==> src/rtl/serial_subtractor.sv <==
// Bit-serial W-bit subtractor: D = A - B - BIN, one bit per clock, LSB first.
// START/BUSY/DONE handshake; D/BOUT change only when an operation completes.
//
// Handshake: START is sampled only in IDLE or DONE. An accepted START captures A/B/BIN.
// BUSY is high for exactly W cycles. DONE pulses for one cycle. D/BOUT are valid from
// the DONE cycle and are held until the next completion. START seen during RUN is dropped.
module serial_subtractor #(
  parameter int W = 32
) (
  input  logic         CLK,
  input  logic         RST,
  input  logic         START,
  input  logic [W-1:0] A,
  input  logic [W-1:0] B,
  input  logic         BIN,
  output logic [W-1:0] D,
  output logic         BOUT,
  output logic         BUSY,
  output logic         DONE,
  output logic [1:0]   dbg_state_o
);

  localparam int CW = (W > 1) ? $clog2(W) : 1;
  localparam logic [CW-1:0] LAST = CW'(W - 1);

  typedef enum logic [1:0] {
    S_IDLE = 2'd0,
    S_RUN  = 2'd1,
    S_DONE = 2'd2
  } state_t;

  state_t        state_q, state_d;
  logic [W-1:0]  sha_q, sha_d;
  logic [W-1:0]  shb_q, shb_d;
  logic [W-1:0]  res_q, res_d;
  logic [W-1:0]  d_q, d_d;
  logic          bout_q, bout_d;
  logic          brw_q, brw_d;
  logic [CW-1:0] cnt_q, cnt_d;

  logic bit_a, bit_b, diff, brw_next;

  always_ff @(posedge CLK) begin
    if (!RST) begin
      state_q <= S_IDLE;
      sha_q   <= '0;
      shb_q   <= '0;
      res_q   <= '0;
      d_q     <= '0;
      bout_q  <= 1'b0;
      brw_q   <= 1'b0;
      cnt_q   <= '0;
    end else begin
      state_q <= state_d;
      sha_q   <= sha_d;
      shb_q   <= shb_d;
      res_q   <= res_d;
      d_q     <= d_d;
      bout_q  <= bout_d;
      brw_q   <= brw_d;
      cnt_q   <= cnt_d;
    end
  end

  // Full-subtractor cell on the current LSBs of the operand shift registers.
  assign bit_a    = sha_q[0];
  assign bit_b    = shb_q[0];
  assign diff     = bit_a ^ bit_b ^ brw_q;
  assign brw_next = (~bit_a & bit_b) | (~(bit_a ^ bit_b) & brw_q);

  always_comb begin
    state_d = state_q;
    sha_d   = sha_q;
    shb_d   = shb_q;
    res_d   = res_q;
    d_d     = d_q;
    bout_d  = bout_q;
    brw_d   = brw_q;
    cnt_d   = cnt_q;
    unique case (state_q)
      S_IDLE, S_DONE: begin
        if (START) begin
          sha_d   = A;
          shb_d   = B;
          brw_d   = BIN;
          cnt_d   = '0;
          state_d = S_RUN;
        end else begin
          state_d = S_IDLE;
        end
      end
      S_RUN: begin
        res_d = {diff, res_q[W-1:1]};
        sha_d = sha_q >> 1;
        shb_d = shb_q >> 1;
        brw_d = brw_next;
        cnt_d = cnt_q + 1'b1;
        // The partial result lives only in res_q; D sees the finished word.
        if (cnt_q == LAST) begin
          d_d     = {diff, res_q[W-1:1]};
          bout_d  = brw_next;
          state_d = S_DONE;
        end
      end
      default: state_d = S_IDLE;
    endcase
  end

  assign D           = d_q;
  assign BOUT        = bout_q;
  assign BUSY        = (state_q == S_RUN);
  assign DONE        = (state_q == S_DONE);
  assign dbg_state_o = state_q;

endmodule

==> config.mk <==
export PLATFORM = sky130hd
export DESIGN_NAME = serial_subtractor
export DESIGN_NICKNAME = d
export VERILOG_FILES = /design/src/rtl/serial_subtractor.sv
export SDC_FILE = /design/constraint.sdc
export NUM_CORES = 1
export LEC_CHECK = 0
export ABC_AREA = 1
export CAP_MARGIN = 40
export CELL_PAD_IN_SITES_DETAIL_PLACEMENT = 0
export CELL_PAD_IN_SITES_GLOBAL_PLACEMENT = 1
export CORE_MARGIN = 2
export CORE_UTILIZATION = 34
export DETAILED_ROUTE_END_ITERATION = 12
export PLACE_DENSITY = 0.74
export SYNTH_ARGS = -nofsm -noshare
export SYNTH_HDL_FRONTEND = slang
export SYNTH_SLANG_ARGS = --single-unit
==> constraint.sdc <==
create_clock -name CLK -period 1.5 [get_ports CLK]
set_input_delay 0.3 -clock CLK [delete_from_list [all_inputs] [get_ports CLK]]
set_output_delay 0.3 -clock CLK [all_outputs]
set_load 0.02 [all_outputs]
* Word level (Yosys, flattened, before mapping)
Index checks and enable logic that the tools add are counted.
W data, S select, Z words.
** Cells by class
- Equal/unequal tests :: 5
- Reduce and logical (&&, ||, !) cells :: 5
- Mux-type cells :: 11
- Bitwise operators :: 7
- $add $sub $neg :: 1
** Operators by type and width (count)
- $pmux W32 S2 :: 2
- $mux W32 :: 2
- $pmux W5 S2 :: 1
- $add A5 B1 Y5 const B :: 1
- $eq A5 B5 Y1 const B :: 1
- $mux W5 :: 1
- $pmux W2 S2 :: 1
- $reduce_and A2 Y1 :: 2
- $and A1 B1 Y1 :: 2
- $eq A2 B1 Y1 const B :: 1
- $eq A2 B2 Y1 const B :: 1
- $logic_not A2 Y1 :: 1
- $mux W1 :: 2
- $mux W2 :: 1
- $ne A2 B1 Y1 const B :: 1
- $ne A2 B2 Y1 const B :: 1
- $not A1 Y1 :: 2
- $pmux W1 S2 :: 1
- $reduce_bool A2 Y1 :: 1
- $reduce_or A2 Y1 :: 1
- $xor A1 B1 Y1 :: 2
- $or A1 B1 Y1 :: 1
** Word-level totals
- Output and inout port bits :: 37
- Logic and storage cells :: 37
- Input port bits :: 68
- Register bits after elaboration :: 137

* Depth between registers and ports, before layout
- Depth after elaboration :: 5
- Gate-level depth with buffers :: 10
- Gate-level depth less buffers :: 10

* Worst setup path before layout
OpenSTA, ideal clock, no wires.
- Path kind :: register to register
- From :: register cnt_q[0]
- To :: register d_q[10] (netlist: D[10])
- Clock period less this slack :: 1.542 ns
- Data required time :: 1.426 ns
- Arrival :: 1.467 ns
- Stages on the path, launching flop included :: 10
- Path slack :: -0.042 ns
- Library setup time :: 0.074 ns
- Cell sequence :: dfxtp_1 -> ha_1 -> inv_1 -> nor3_1 -> ha_1 -> inv_1 -> nor2_8 -> nand2_2 -> buf_2 -> o21ai_0
** Between the ends
- Longest elaborated chain between the ends :: 2
** RTL lines
- start: declaration :: line 39 : logic [CW-1:0] cnt_q, cnt_d;
- start signal: assignment :: line 61 : cnt_q <= cnt_d;
- $eq A5 B5 Y1 :: line 99 : if (cnt_q == LAST) begin
- $reduce_and A2 Y1 (no line)
- end signal: assignment :: line 49 : d_q <= '0;
- end signal: assignment :: line 58 : d_q <= d_d;
- end: declaration :: line 36 : logic [W-1:0] d_q, d_d;
Every way passes these cells.
A chain may end at the register's enable or synchronous reset.

* Worst setup path after layout
- From :: register state_q[0] (netlist: dbg_state_o[0])
- To :: output port BUSY
** Between the ends
- Longest elaborated chain between the ends :: 1
** RTL lines
- start: declaration :: line 32 : state_t state_q, state_d;
- start signal: assignment :: line 54 : state_q <= state_d;
- $eq A2 B1 Y1 :: line 111 : assign BUSY = (state_q == S_RUN);
- end: declaration :: line 18 : output logic BUSY,
Every way passes these cells.

==> run summary <==
The run finished, with violations left. The final reports fail on setup timing. The number of instances in the synthesized netlist came out at 808. The run gives 2 as the maximum buffer depth of the clock tree. Category of the worst setup path capture point: an output port. The final RePlAce weighted congestion is 0.730. The routed design uses 7220 um of met2 wire.

The tools report the number of remaining DRC errors as 0. The register clock-pin slew on the reported worst setup and hold paths is 0.06 ns, and the area overhead of the layout relative to synthesis is 35.4%. Data on the critical path arrives at its endpoint at 1.22 ns.

The final cell utilization of the core was 0.467. The worst min-delay path startpoint was START. Total of flip-flops plus latches after synthesis: 136. The headroom to the max-slew limit came out at 0.773.

The mean area per synthesized cell was 7.30 sq um; the clock sink total was 136. In this run the power density over the cells is 1190 nW/um^2. Setup repair after global routing could not meet its margin everywhere. The clock group share of total power is 0.468. Counting the fill cells in the layout gives 1790. The cell row count is 48, and the number of buffers created by CTS is 17. The die is 136 um wide.

The placed wire-length estimate was 9710 um; the highest fanout seen on the critical path was 4. Counting I/O delays and the setup requirement, the final critical path takes 1.52 ns. For this run, the top clock speed supported by timing is 0.659 GHz. The H-tree generated during clock tree synthesis spans 4 levels. Share of total power in combinational logic: 0.118. The run gives 0.461 as the sequential fraction of the synthesis area.

Using the TritonRoute via totals, the vias-per-cell ratio works out to 4.87. The run gives 105 as the number of I/O pins. The logs give 25400 um for the wire length of the first global-routing pass and 0.00857 ns for the clock skew after layout. The met1 routed wirelength after detailed routing came out at 7300 um.

For the net count after synthesis, the log shows 879. In the final layout, flip-flops and latches occupy 2730 sq um. The cell area that synthesis handed to floorplanning was 5900 sq um. The total area inside the core boundary comes to 17100 sq um. The cell sitting at the root of the clock tree is a clkbuf_16. The worst register-to-register path has a depth of 9. Summing all placed instances gives a cell area of 7290 sq um. Summed over all nets, wire length on met3 after detailed routing comes to 551 um. The tightest min-delay check is of the in2reg type.

The tools report the final count of hold timing violations as 0. The proportion of power drawn by flip-flops and latches was 0.414. The mean routed wirelength per cell is 13.5 um. The count of warnings emitted by yosys came out at 0. The path with the worst hold slack has its endpoint at sha_q[9]. Wires add up to 15300 um. Tracing the worst setup path back leads to its startpoint at dbg_state_o[0].

The signal on the critical path passes through inv_2 -> nor2_2 -> buf_2. STA classifies the critical path startpoint as a flip-flop. The startpoint identified for the worst register-to-register timing path is cnt_q[0]. For the number of different library cells in the post-synthesis netlist, the log shows 23.

The number of nets in the layout was 971; the worst hold path depth was 5. For the required time at the worst-slack endpoint, the log shows 1.20 ns. For the final worst setup slack, the log shows -0.0172 ns. The logs give 18400 sq um for the die area and 7.12 mW for the internal power. The die span in y was 136 um. The global-route congestion overflow total is 0. Slowest stage cell on the critical path: dfxtp_2.

Routed signal wires occupy layers up through met4. The biggest area contributor in the post-synthesis netlist is dfxtp_1. The max-slew violation count was 0; the worst stage delay on the critical path was 0.37 ns. Summing all multi-input logic gate instances after layout gives 2550 sq um. For the number of global-route vias before repair, the log shows 5040. Type of the worst setup path: reg2out. Yosys attributes the largest share of cell area to dfxtp_1, nand3_1, a21oi_1.

The fraction of final layout cells with drive strength greater than 1 is 0.103. The leakage power total was 3.55 nW; the initial cell density of the core was 0.345. The run gives 0.42 ns as the latest clock arrival within the worst-skew pair.

The setup check on the worst reg-to-reg path leaves a slack of 0.07 ns. The finished cells cover 7990 sq um. TritonCTS built the clock tree. In this run the critical register-to-register path is captured at D[7].

The area fraction of the dominant cell type after synthesis is 0.461. The tools report the final setup violation count as 1. The share of the cycle needed by the critical path after routing is 1.01. Summed over all nets, the switching power comes to 2.37 mW. For the pin with the worst max-slew slack, the measured transition is 0.339 ns. The number of antenna diodes in the final layout is 0.

The logs give 254 for the detailed router's first-iteration violation count and 0 for the max-capacitance violation count. The first detailed-routing pass ran for 5 iterations. The aggregate global-route resource usage was 0.172; the switching share of total power was 0.250. Entering global routing, the biggest net connects 65 pins.

The logs give 0 for the initial antenna violation count and 0.895 mV for the maximum vdd ir drop. The via count is 5538, and the count of antenna-violating nets left after detailed routing is 0. The count of buffers added on input and output ports is 104.
## through the flow
step	total power [mW]	setup TNS (ns)	setup slack (ns)	hold slack [ns]	std cells
after floorplan	4.66	0	0.000602	0.436	808
after global placement	5.10	-1.77	-0.100	0.461	1103
after detailed placement	5.10	-2.14	-0.119	0.462	1103
after CTS	9.54	0	0.00625	0.336	1135
after global routing	9.89	-0.855	-0.0836	0.414	1138
final	9.49	-0.0172	-0.0172	0.366	1138
## power groups by stage
stage / logic, mW / clock network [mW] / registers, mW
after detailed placement: 1.10 / 0 / 4.00
after CTS: 1.10 / 4.52 / 3.92
final: 1.12 / 4.44 / 3.93
after global routing: 1.27 / 4.67 / 3.95
after floorplan: 0.679 / 0 / 3.98
after global placement: 1.10 / 0 / 4.00
## cell type report
cell class | instances | share of cell area
Clock buffer | 18 | 0.0537
Clock inverter | 14 | 0.0249
Inverter | 88 | 0.0420
Multi-Input combinational cell | 516 | 0.320
Sequential cell | 136 | 0.341
Tap cell | 225 | 0.0352
Timing Repair Buffer | 141 | 0.183
## how the worst max path moves through the flow
| stage | to | slack (ns) | cells past startpoint |
|---|---|---|---|
| after global placement | DONE | -0.10 | 3 |
| after floorplan | DONE | 0.0006 | 4 |
| after global routing | BUSY | -0.08 | 3 |
| after CTS | cnt_q[3] | 0.006 | 8 |
| after detailed placement | DONE | -0.12 | 3 |
| final | BUSY | -0.02 | 3 |
## layer usage
layer / GRT usage / vias to the layer above
met2: 0.269 / 110
li1: - / 2847
met3: 0.0337 / 17
met5: 0 / -
met4: 0.0590 / 0
met1: 0.237 / 2564
## flip-flops by register name, summed over array words and instances, names as in the netlist
signal,flops
BOUT,1
D,32
brw_q,1
cnt_q,5
dbg_state_o,2
res_q,31
sha_q,32
shb_q,32
## cell usage in the layout (no fill, tap or decap), types with 3 or more instances in the layout
| cell | count |
|---|---|
| o21ai_0 | 39 |
| o21ai_1 | 9 |
| buf_6 | 4 |
| clkinvlp_4 | 4 |
| nand3_1 | 209 |
| inv_2 | 5 |
| buf_4 | 19 |
| buf_2 | 3 |
| dfxtp_2 | 4 |
| clkdlybuf4s50_1 | 66 |
| clkbuf_16 | 18 |
| bufinv_16 | 4 |
| buf_12 | 13 |
| nor2_1 | 71 |
| nand2_1 | 74 |
| inv_1 | 81 |
| clkinv_4 | 3 |
| dlygate4sd2_1 | 33 |
| a21oi_1 | 85 |
| o21bai_1 | 17 |
| dfxtp_1 | 132 |
## cells in the mapped netlist (all sizes together)
cell / count
nor3: 1
o21ai: 49
clkbuf: 16
buf: 52
ha: 2
dfxtp: 136
fa: 1
nand3b: 1
nand2: 77
o21bai: 17
inv: 88
a21oi: 85
nor2: 74
nand3: 209
## critical path, delay by kind of cell (launching register included)
family | cells | cell delay, ns
buffers and inverters | 2 | 0.29
DFF | 1 | 0.37
and+or+nand+nor | 1 | 0.14
## kinds of logic (layout without fill, tap and decap cells)
group | after synthesis | after routing | synth area share
and+or+nand+nor | 362 | 362 | 0.282
buffers and inverters | 156 | 261 | 0.114
AOI/OAI and AO/OA | 151 | 151 | 0.135
DFF | 136 | 136 | 0.461
adders and majority gates | 3 | 3 | 0.00763
## repair_timing
item,in CTS,in global routing
setup endpoints to repair,95,87
pin swaps,0,3
buffers inserted,0,2
hold buffers,0,0
resized for setup,54,22
gates cloned,0,1
No activity file was read; power rests on OpenSTA's default activity.
